--- config.mk ---
export PLATFORM = sky130hd
export DESIGN_NAME = serial_subtractor
export DESIGN_NICKNAME = d
export VERILOG_FILES = /design/src/rtl/serial_subtractor.sv
export SDC_FILE = /design/constraint.sdc
export NUM_CORES = 1
export LEC_CHECK = 0
export CAP_MARGIN = 15
export CORE_ASPECT_RATIO = 0.5
export CORE_UTILIZATION = 49
export DETAILED_ROUTE_END_ITERATION = 7
export PLACE_DENSITY = 0.81
export SKIP_LAST_GASP = 1
export SLEW_MARGIN = 20
export SYNTH_ARGS = -nofsm -noshare
export SYNTH_HDL_FRONTEND = slang
export SYNTH_SLANG_ARGS = --single-unit
--- constraint.sdc ---
create_clock -name clk -period 2.05 [get_ports clk]
set_clock_uncertainty 0.2 [all_clocks]
set_input_delay 0.205 -clock clk [delete_from_list [all_inputs] [get_ports clk]]
set_output_delay 0.205 -clock clk [all_outputs]
set_load 0.005 [all_outputs]
--- src/rtl/serial_subtractor.sv ---
// Bit-serial subtractor: diff = a - b - b_in, one bit per clock, LSB first,
// through a single borrow flop, with valid/ready handshakes on both sides.
`timescale 1ns/1ps
module serial_subtractor #(
  parameter int WIDTH = 8
) (
  input  logic             clk,
  input  logic             rst_n,
  input  logic             in_valid,
  output logic             in_ready,
  input  logic [WIDTH-1:0] a,
  input  logic [WIDTH-1:0] b,
  input  logic             b_in,
  output logic             out_valid,
  input  logic             out_ready,
  output logic [WIDTH-1:0] diff,
  output logic             b_out,
  output logic             ovf
);

  localparam int CNT_W = $clog2(WIDTH + 1);
  localparam logic [CNT_W-1:0] LAST_CNT = CNT_W'(WIDTH - 1);

  localparam logic [1:0] S_IDLE = 2'd0;
  localparam logic [1:0] S_RUN  = 2'd1;
  localparam logic [1:0] S_DONE = 2'd2;

  logic [1:0]       state_q, state_d;
  logic [WIDTH-1:0] a_q, a_d;
  logic [WIDTH-1:0] b_q, b_d;
  logic             br_q, br_d;
  logic [CNT_W-1:0] cnt_q, cnt_d;
  logic             a_msb_q, a_msb_d;
  logic             b_msb_q, b_msb_d;
  logic [WIDTH-1:0] diff_q, diff_d;
  logic             b_out_q, b_out_d;
  logic             ovf_q, ovf_d;

  logic             a0, b0, d_bit, br_next;
  logic [WIDTH-1:0] a_shift;

  assign a0      = a_q[0];
  assign b0      = b_q[0];
  assign d_bit   = a0 ^ b0 ^ br_q;
  assign br_next = (~a0 & b0) | (~(a0 ^ b0) & br_q);
  // The A register doubles as the result register: operand bits leave at
  // the LSB while difference bits enter at the MSB.
  assign a_shift = WIDTH'({d_bit, a_q} >> 1);

  always_comb begin
    state_d = state_q;
    a_d     = a_q;
    b_d     = b_q;
    br_d    = br_q;
    cnt_d   = cnt_q;
    a_msb_d = a_msb_q;
    b_msb_d = b_msb_q;
    diff_d  = diff_q;
    b_out_d = b_out_q;
    ovf_d   = ovf_q;
    case (state_q)
      S_IDLE: begin
        if (in_valid) begin
          a_d     = a;
          b_d     = b;
          br_d    = b_in;
          a_msb_d = a[WIDTH-1];
          b_msb_d = b[WIDTH-1];
          cnt_d   = '0;
          state_d = S_RUN;
        end
      end
      S_RUN: begin
        a_d   = a_shift;
        b_d   = b_q >> 1;
        br_d  = br_next;
        cnt_d = cnt_q + 1'b1;
        if (cnt_q == LAST_CNT) begin
          // d_bit is the last bit shifted in, i.e. the result MSB.
          diff_d  = a_shift;
          b_out_d = br_next;
          ovf_d   = (a_msb_q ^ b_msb_q) & (d_bit ^ a_msb_q);
          state_d = S_DONE;
        end
      end
      S_DONE: begin
        if (out_ready) begin
          state_d = S_IDLE;
        end
      end
      default: state_d = S_IDLE;
    endcase
  end

  always_ff @(posedge clk or negedge rst_n) begin
    if (!rst_n) begin
      state_q <= S_IDLE;
      a_q     <= '0;
      b_q     <= '0;
      br_q    <= 1'b0;
      cnt_q   <= '0;
      a_msb_q <= 1'b0;
      b_msb_q <= 1'b0;
      diff_q  <= '0;
      b_out_q <= 1'b0;
      ovf_q   <= 1'b0;
    end else begin
      state_q <= state_d;
      a_q     <= a_d;
      b_q     <= b_d;
      br_q    <= br_d;
      cnt_q   <= cnt_d;
      a_msb_q <= a_msb_d;
      b_msb_q <= b_msb_d;
      diff_q  <= diff_d;
      b_out_q <= b_out_d;
      ovf_q   <= ovf_d;
    end
  end

  assign in_ready  = (state_q == S_IDLE);
  assign out_valid = (state_q == S_DONE);
  assign diff      = diff_q;
  assign b_out     = b_out_q;
  assign ovf       = ovf_q;

endmodule

==> summary.md, run 1 <==
| Metric | Value |
|---|---|
| DR vias | 1132 |
| Dpl cells | 206 |
| DIE WIDTH | 81.4 um |
| Overall routing resource usage | 0.207 |
| Register bit count reported by yosys | 35 |
| Synth Instances | 137 |
| CP startpoint kind | flop |
| Slew margin rel. | 0.713 |
| Dpl hpwl | 2.10 mm |
| Pin count of the biggest net entering global routing | 36 |
| CTS tree | yes |
| Final hold viol count | 0 |
| Synth unique cells | 27 |
| GRT Residual Overflow | 0 |
| Core Box Area | 2780 sq um |
| Max-slew violation count | 0 |
| Syn Area/Cell | 11.3 sq um |
| Final setup vio count | 0 |
| Worst Path Arrival | 1480 ps |
| Cts hold-fix bufs | 0 |
| CTS max path bufs | 2 |
| Number of port buffers | 32 |
| Status | finished clean |
| Final worst setup slack | 166 ps |
| Worst Hold Class | input port to asynchronous set/reset pin |
| Initial Util | 0.555 |
| Number of max-cap violations | 0 |
| Drt via density | 5.29 |
| Min cycle time layout | 1880 ps |
| Clock insertion delay at the later pin of the skew report | 280 ps |
| Detail Route Antenna Nets | 0 |
| Boundary Pins | 33 |
| Per-cell routed wire length | 13.8 um |
| Max frequency | 531 MHz |
| Power density over cell area | 1460 nW/um^2 |
| Gpl congestion | 0.760 |
| Initial antenna violation count | 0 |
| YS warnings | 0 |
| Final setup TNS | 0 ps |
| Net count, final | 199 |
| Tot Pwr | 2900 uW |
| TritonCTS Sinks | 35 |
| Max IR drop VDD | 0.758 mV |
| RSZ-0062 raised after global routing | false |
| Post-CTS Setup Bufs | 0 |
| Die area | 3390 sq um |
| Area Overhead vs Synth | 28.7% |
| Yosys top cell area share | 0.567 |
| Setup CP Type | flop to output pin |
| Post-synth ARST share | 1.00 |
| TritonCTS buffer count | 5 |
| Initial drt markers | 55 |
| Mapped cell area | 1540 sq um |
| Final Util | 0.714 |
| Synth area leader | dfrtp_1 |
| Tcrit/Tclk final | 0.919 |
| Routed wire length | 2.94 mm |
| First-pass GRT wire length | 5.13 mm |
| Worst-path clk slew | 70 ps |
| Layout cell share with drive strength beyond 1 | 0.169 |
| Number of global-route vias before repair | 1140 |
| Row count | 13 |
| Critical Path End Type | output pin |
| Layout Cells excl Fill | 214 |
| Number of synthesized flops with an enable pin | 0 |
| N_diodes | 0 |
| Syn nets | 160 |
| Sequential area share after synthesis | 0.567 |
| TritonRoute pass-1 iters | 4 |
| Pre-CTS WS | 227 ps |
| CTS root buf | clkbuf_8 |
| Ys flop type | dfrtp_1 |
| Synth top area cells | dfrtp_1 57%, mux2_2 6.6%, a21oi_1 4.5%, inv_1 4.1%, o22ai_2 4.1% |
| Post-CTS resize count | 0 |
| Residual DRC count | 0 |
| Slew @ Worst Pin | 430 ps |
| H-tree depth | 2 |
| Critical Path RT | 1640 ps |
| CP Max Fanout | 7 |
| Pleak | 0.000936 uW |
| Die H | 41.7 um |
layout make-up:
class / instances / area, sq um
flip-flops and latches: 35 / 876
fillers: 199 / 795
multi-input cells: 79 / 552
repair buffers: 38 / 365
clock buffers: 5 / 68.8
inverters: 17 / 63.8
well taps: 37 / 46.3
clock inverters: 3 / 15.0
critical path, stage by stage, from the launching register on:
cell,delay [ps]
dfrtp_1,430
nor2b_1,240
clkdlybuf4s50_1,530
where the power goes:
part	total, uW	internal (uW)	switching, uW
clock	471	232	239
combinational	1190	657	531
sequential	1240	1020	224
state kept, by name (all words and copies together) (netlist names):
register	count
a_q	8
b_q	8
diff	8
cnt_q	4
state_q	2
a_msb_q	1
b_msb_q	1
b_out	1
br_q	1
ovf	1
cells in the final DEF, fill, tap and decap left out, types with 2 or more instances in the layout:
cell | Yosys | routed
clkbuf_8 | 0 | 5
nand2_1 | 16 | 16
clkinv_2 | 0 | 3
mux2_2 | 9 | 9
o21ai_0 | 3 | 3
o22ai_2 | 5 | 5
dfrtp_1 | 35 | 35
nor2b_1 | 2 | 2
clkdlybuf4s50_1 | 0 | 32
nor3b_1 | 2 | 2
nand3_1 | 2 | 2
buf_4 | 2 | 6
inv_1 | 17 | 17
a21o_1 | 2 | 2
o22ai_1 | 9 | 9
a21oi_1 | 14 | 14
nand2b_1 | 2 | 2
nor2_1 | 2 | 2
mux2i_1 | 2 | 2
logic make-up after synthesis:
| kind of cell | count (synthesis) | share of synthesized area |
|---|---|---|
| buffers and inverters | 23 | 0.0754 |
| multiplexers | 11 | 0.0786 |
| AND/OR/NAND/NOR | 30 | 0.0972 |
| flip-flops | 35 | 0.567 |
| adder cells (fa/ha/maj) | 2 | 0.0211 |
| AO/OA/AOI/OAI | 36 | 0.160 |
stage by stage:
| stage | area (sq um) | hold WS [ps] |
|---|---|---|
| 6_report | 1990 | 129 |
| 3_3_place_gp | 1900 | 269 |
| 3_5_place_dp | 1900 | 275 |
| 5_1_grt | 1990 | 179 |
| 4_1_cts | 1990 | 148 |
| 2_1_floorplan | 1540 | -291 |
routing by layer:
metal	GRT usage	routed length, um	share of wire	vias to the layer above
li1	-	-	-	543
met1	0.279	1390	0.47	562
met2	0.318	1420	0.48	25
met3	0.0659	122	0.041	2
met4	0.0607	13	0.0044	0
met5	0	0	0	-
path summary, 6_finish.rpt:
| kind | start | endpoint | slack [ps] | cells after the start |
|---|---|---|---|---|
| max | state_q[1] | out_valid | 170 | 2 |
| min | rst_n | b_q[6] | 130 | 2 |
| max reg2reg | a_q[0] | ovf | 290 | 4 |
| min reg2reg | b_q[7] | b_q[7] | 290 | 2 |
| max in group asynchronous | rst_n | diff[5] | 1210 | 2 |
| min in group clk | a[7] | a_msb_q | 290 | 3 |
synthesized netlist by cell type, types with 3 or more instances:
master / number
dfrtp_1: 35
inv_1: 17
nand2_1: 16
a21oi_1: 14
mux2_2: 9
o22ai_1: 9
o22ai_2: 5
buf_6: 3
o21ai_0: 3
(Power assumes the default switching activity.)
==> inputs of run 2 (changes only) <==
CORE_UTILIZATION = 45   (was 49)
PLACE_DENSITY = 0.79   (was 0.81)
clock period = 1.65 ns   (was 2.05 ns; I/O delays follow)
==> summary.md, run 2 (synthesis gave the netlist of run 1 again) <==
| Metric | Value |
|---|---|
| DIE WIDTH | 84.8 um |
| Pre-CTS WS | -107 ps |
| Status | finished, violations left |
| Layout cell share with drive strength beyond 1 | 0.388 |
| GRT Residual Overflow | 0 |
| Slowest stage cell, crit path | fa_2 |
| Worst Hold Class | input port to asynchronous set/reset pin |
| RSZ-0062 raised after global routing | true |
| Worst flop-to-flop path endpoint | ovf |
| Final setup vio count | 28 |
| Clock insertion delay at the later pin of the skew report | 290 ps |
| Max IR drop VDD | 0.817 mV |
| Max frequency | 560 MHz |
| Most frequent cells in the layout | 33 x dfrtp_1, 30 x clkdlybuf4s50_1, 16 x inv_1, 15 x nand2_1, 14 x buf_4 |
| Fillers | 151 |
| Routed wire length | 4.91 mm |
| Hold WS | 34.1 ps |
| Detail Route Antenna Nets | 0 |
| TritonCTS Sinks | 35 |
| Die area | 3680 sq um |
| Per-cell routed wire length | 20.8 um |
| DR vias | 1363 |
| CTS tree | yes |
| Final hold viol count | 0 |
| Drt via density | 5.78 |
| Worst-path clk slew | 80 ps |
| CTS max path bufs | 2 |
| Power density over cell area | 1940 nW/um^2 |
| Number of global-route vias before repair | 1227 |
| Initial drt markers | 67 |
| Pin count of the biggest net entering global routing | 36 |
| Critical path, cell by cell | inv_2 > fa_2 > nand2b_1 > o21ai_1 > mux2_4 |
| TritonRoute pass-1 iters | 6 |
| Worst Path Arrival | 1760 ps |
| Slew @ Worst Pin | 314 ps |
| TritonCTS buffer count | 5 |
| Initial antenna violation count | 0 |
| N_diodes | 0 |
| Placed instance area | 2000 sq um |
| R2r startpoint | br_q |
| H-tree depth | 2 |
| Final worst setup slack | -136 ps |
| Net count, final | 218 |
| Number of port buffers | 32 |
| Die H | 43.4 um |
| Core Box Area | 3140 sq um |
| Dpl hpwl | 2.12 mm |
| Gpl congestion | 0.728 |
| CP startpoint kind | flop |
| Pleak | 0.00113 uW |
| Cell area after layout | 2470 sq um |
| Crit-path max cell delay | 610 ps |
| Slew margin rel. | 0.791 |
| Min cycle time layout | 1790 ps |
| Boundary Pins | 33 |
| Number of max-cap violations | 0 |
| CTS root buf | clkbuf_8 |
| Critical Path End Type | flop |
| CP Max Fanout | 4 |
| Setup slack, reg-to-reg | -140 ps |
| Commonest non-fill, non-tap cell in the layout | dfrtp_1 |
| Tcrit/Tclk final | 1.08 |
| R2R cell count | 5 |
| Residual DRC count | 1 |
| Setup CP Type | flop to flop |
| Overall routing resource usage | 0.217 |
| Failing checks | DRC, setup timing |
| Max-slew violation count | 0 |
| Critical Path RT | 1630 ps |
| Row count | 14 |
| First-pass GRT wire length | 5.91 mm |
| Area Overhead vs Synth | 60.1% |
| Initial Util | 0.492 |
run 2: changes by cell type in the layout (fill, tap and decap cells not counted), moves of 6 or more:
cell,change
mux2_4,+6
buf_6,+6
mux2_2,-6
a21oi_1,-10
o22ai_1,-9
buf_4,+8
o22ai_4,+11
a21oi_2,+10
run 2: worst max-delay path by stage:
stage | to | startpoint
global route | ovf | br_q
CTS | ovf | br_q
global placement | ovf | br_q
finish | ovf | br_q
detailed placement | ovf | br_q
floorplan | ovf | br_q
run 2: final cells by class:
| class | count | area, sq um | area share |
|---|---|---|---|
| tap | 40 | 50.0 | 0.0202 |
| timing repair buffer | 57 | 612 | 0.247 |
| inverter | 17 | 63.8 | 0.0258 |
| clock buffer | 7 | 76.3 | 0.0309 |
| sequential | 35 | 878 | 0.355 |
| multi-input combinational | 79 | 787 | 0.318 |
| clock inverter | 1 | 5.00 | 0.00202 |
run 2: power breakdown:
part | internal (uW) | leakage [uW] | switching [uW]
combinational | 1390 | 0.000673 | 1140
clock | 296 | 0.0000422 | 318
sequential | 1270 | 0.000415 | 391
run 2: metrics by stage:
stage | util | TNS [ps] | total power [uW] | std cells
final | 0.789 | -1690 | 4810 | 236
after global routing | 0.789 | -2950 | 5040 | 236
after CTS | 0.707 | -441 | 3950 | 234
after detailed placement | 0.638 | -1120 | 3160 | 216
after global placement | 0.638 | -712 | 3090 | 216
after floorplan | - | -11.5 | 2500 | 137
run 2: worst max-delay path, delay by kind of cell, from the launching register on:
family / cells / cell delay (ps)
multiplexers: 1 / 250
flip-flops: 1 / 390
buffers and inverters: 1 / 60
AND/OR/NAND/NOR: 1 / 110
AO/OA/AOI/OAI: 1 / 60
adder cells (fa/ha/maj): 1 / 610
run 2: timing repair:
item                                    CTS  global route
cloned                                    1             3
pin swaps                                 2            17
buffers inserted                          9             0
hold buffers                              0             0
gates resized for setup                  14            42
endpoints found under the setup margin   11            30
run 2: per-layer routing:
metal / vias up / wire length (um) / track usage
met5: - / 0 / 0
met4: 0 / 222 / 0.0610
met3: 28 / 387 / 0.0571
met2: 74 / 2340 / 0.372
met1: 678 / 1960 / 0.282
li1: 583 / - / -
==> inputs of run 3 (changes only) <==
HOLD_SLACK_MARGIN = 0.03   (was not set)
==> results of run 3 <==
No change in the layout: final DEF, timing and power equal those of run 2.
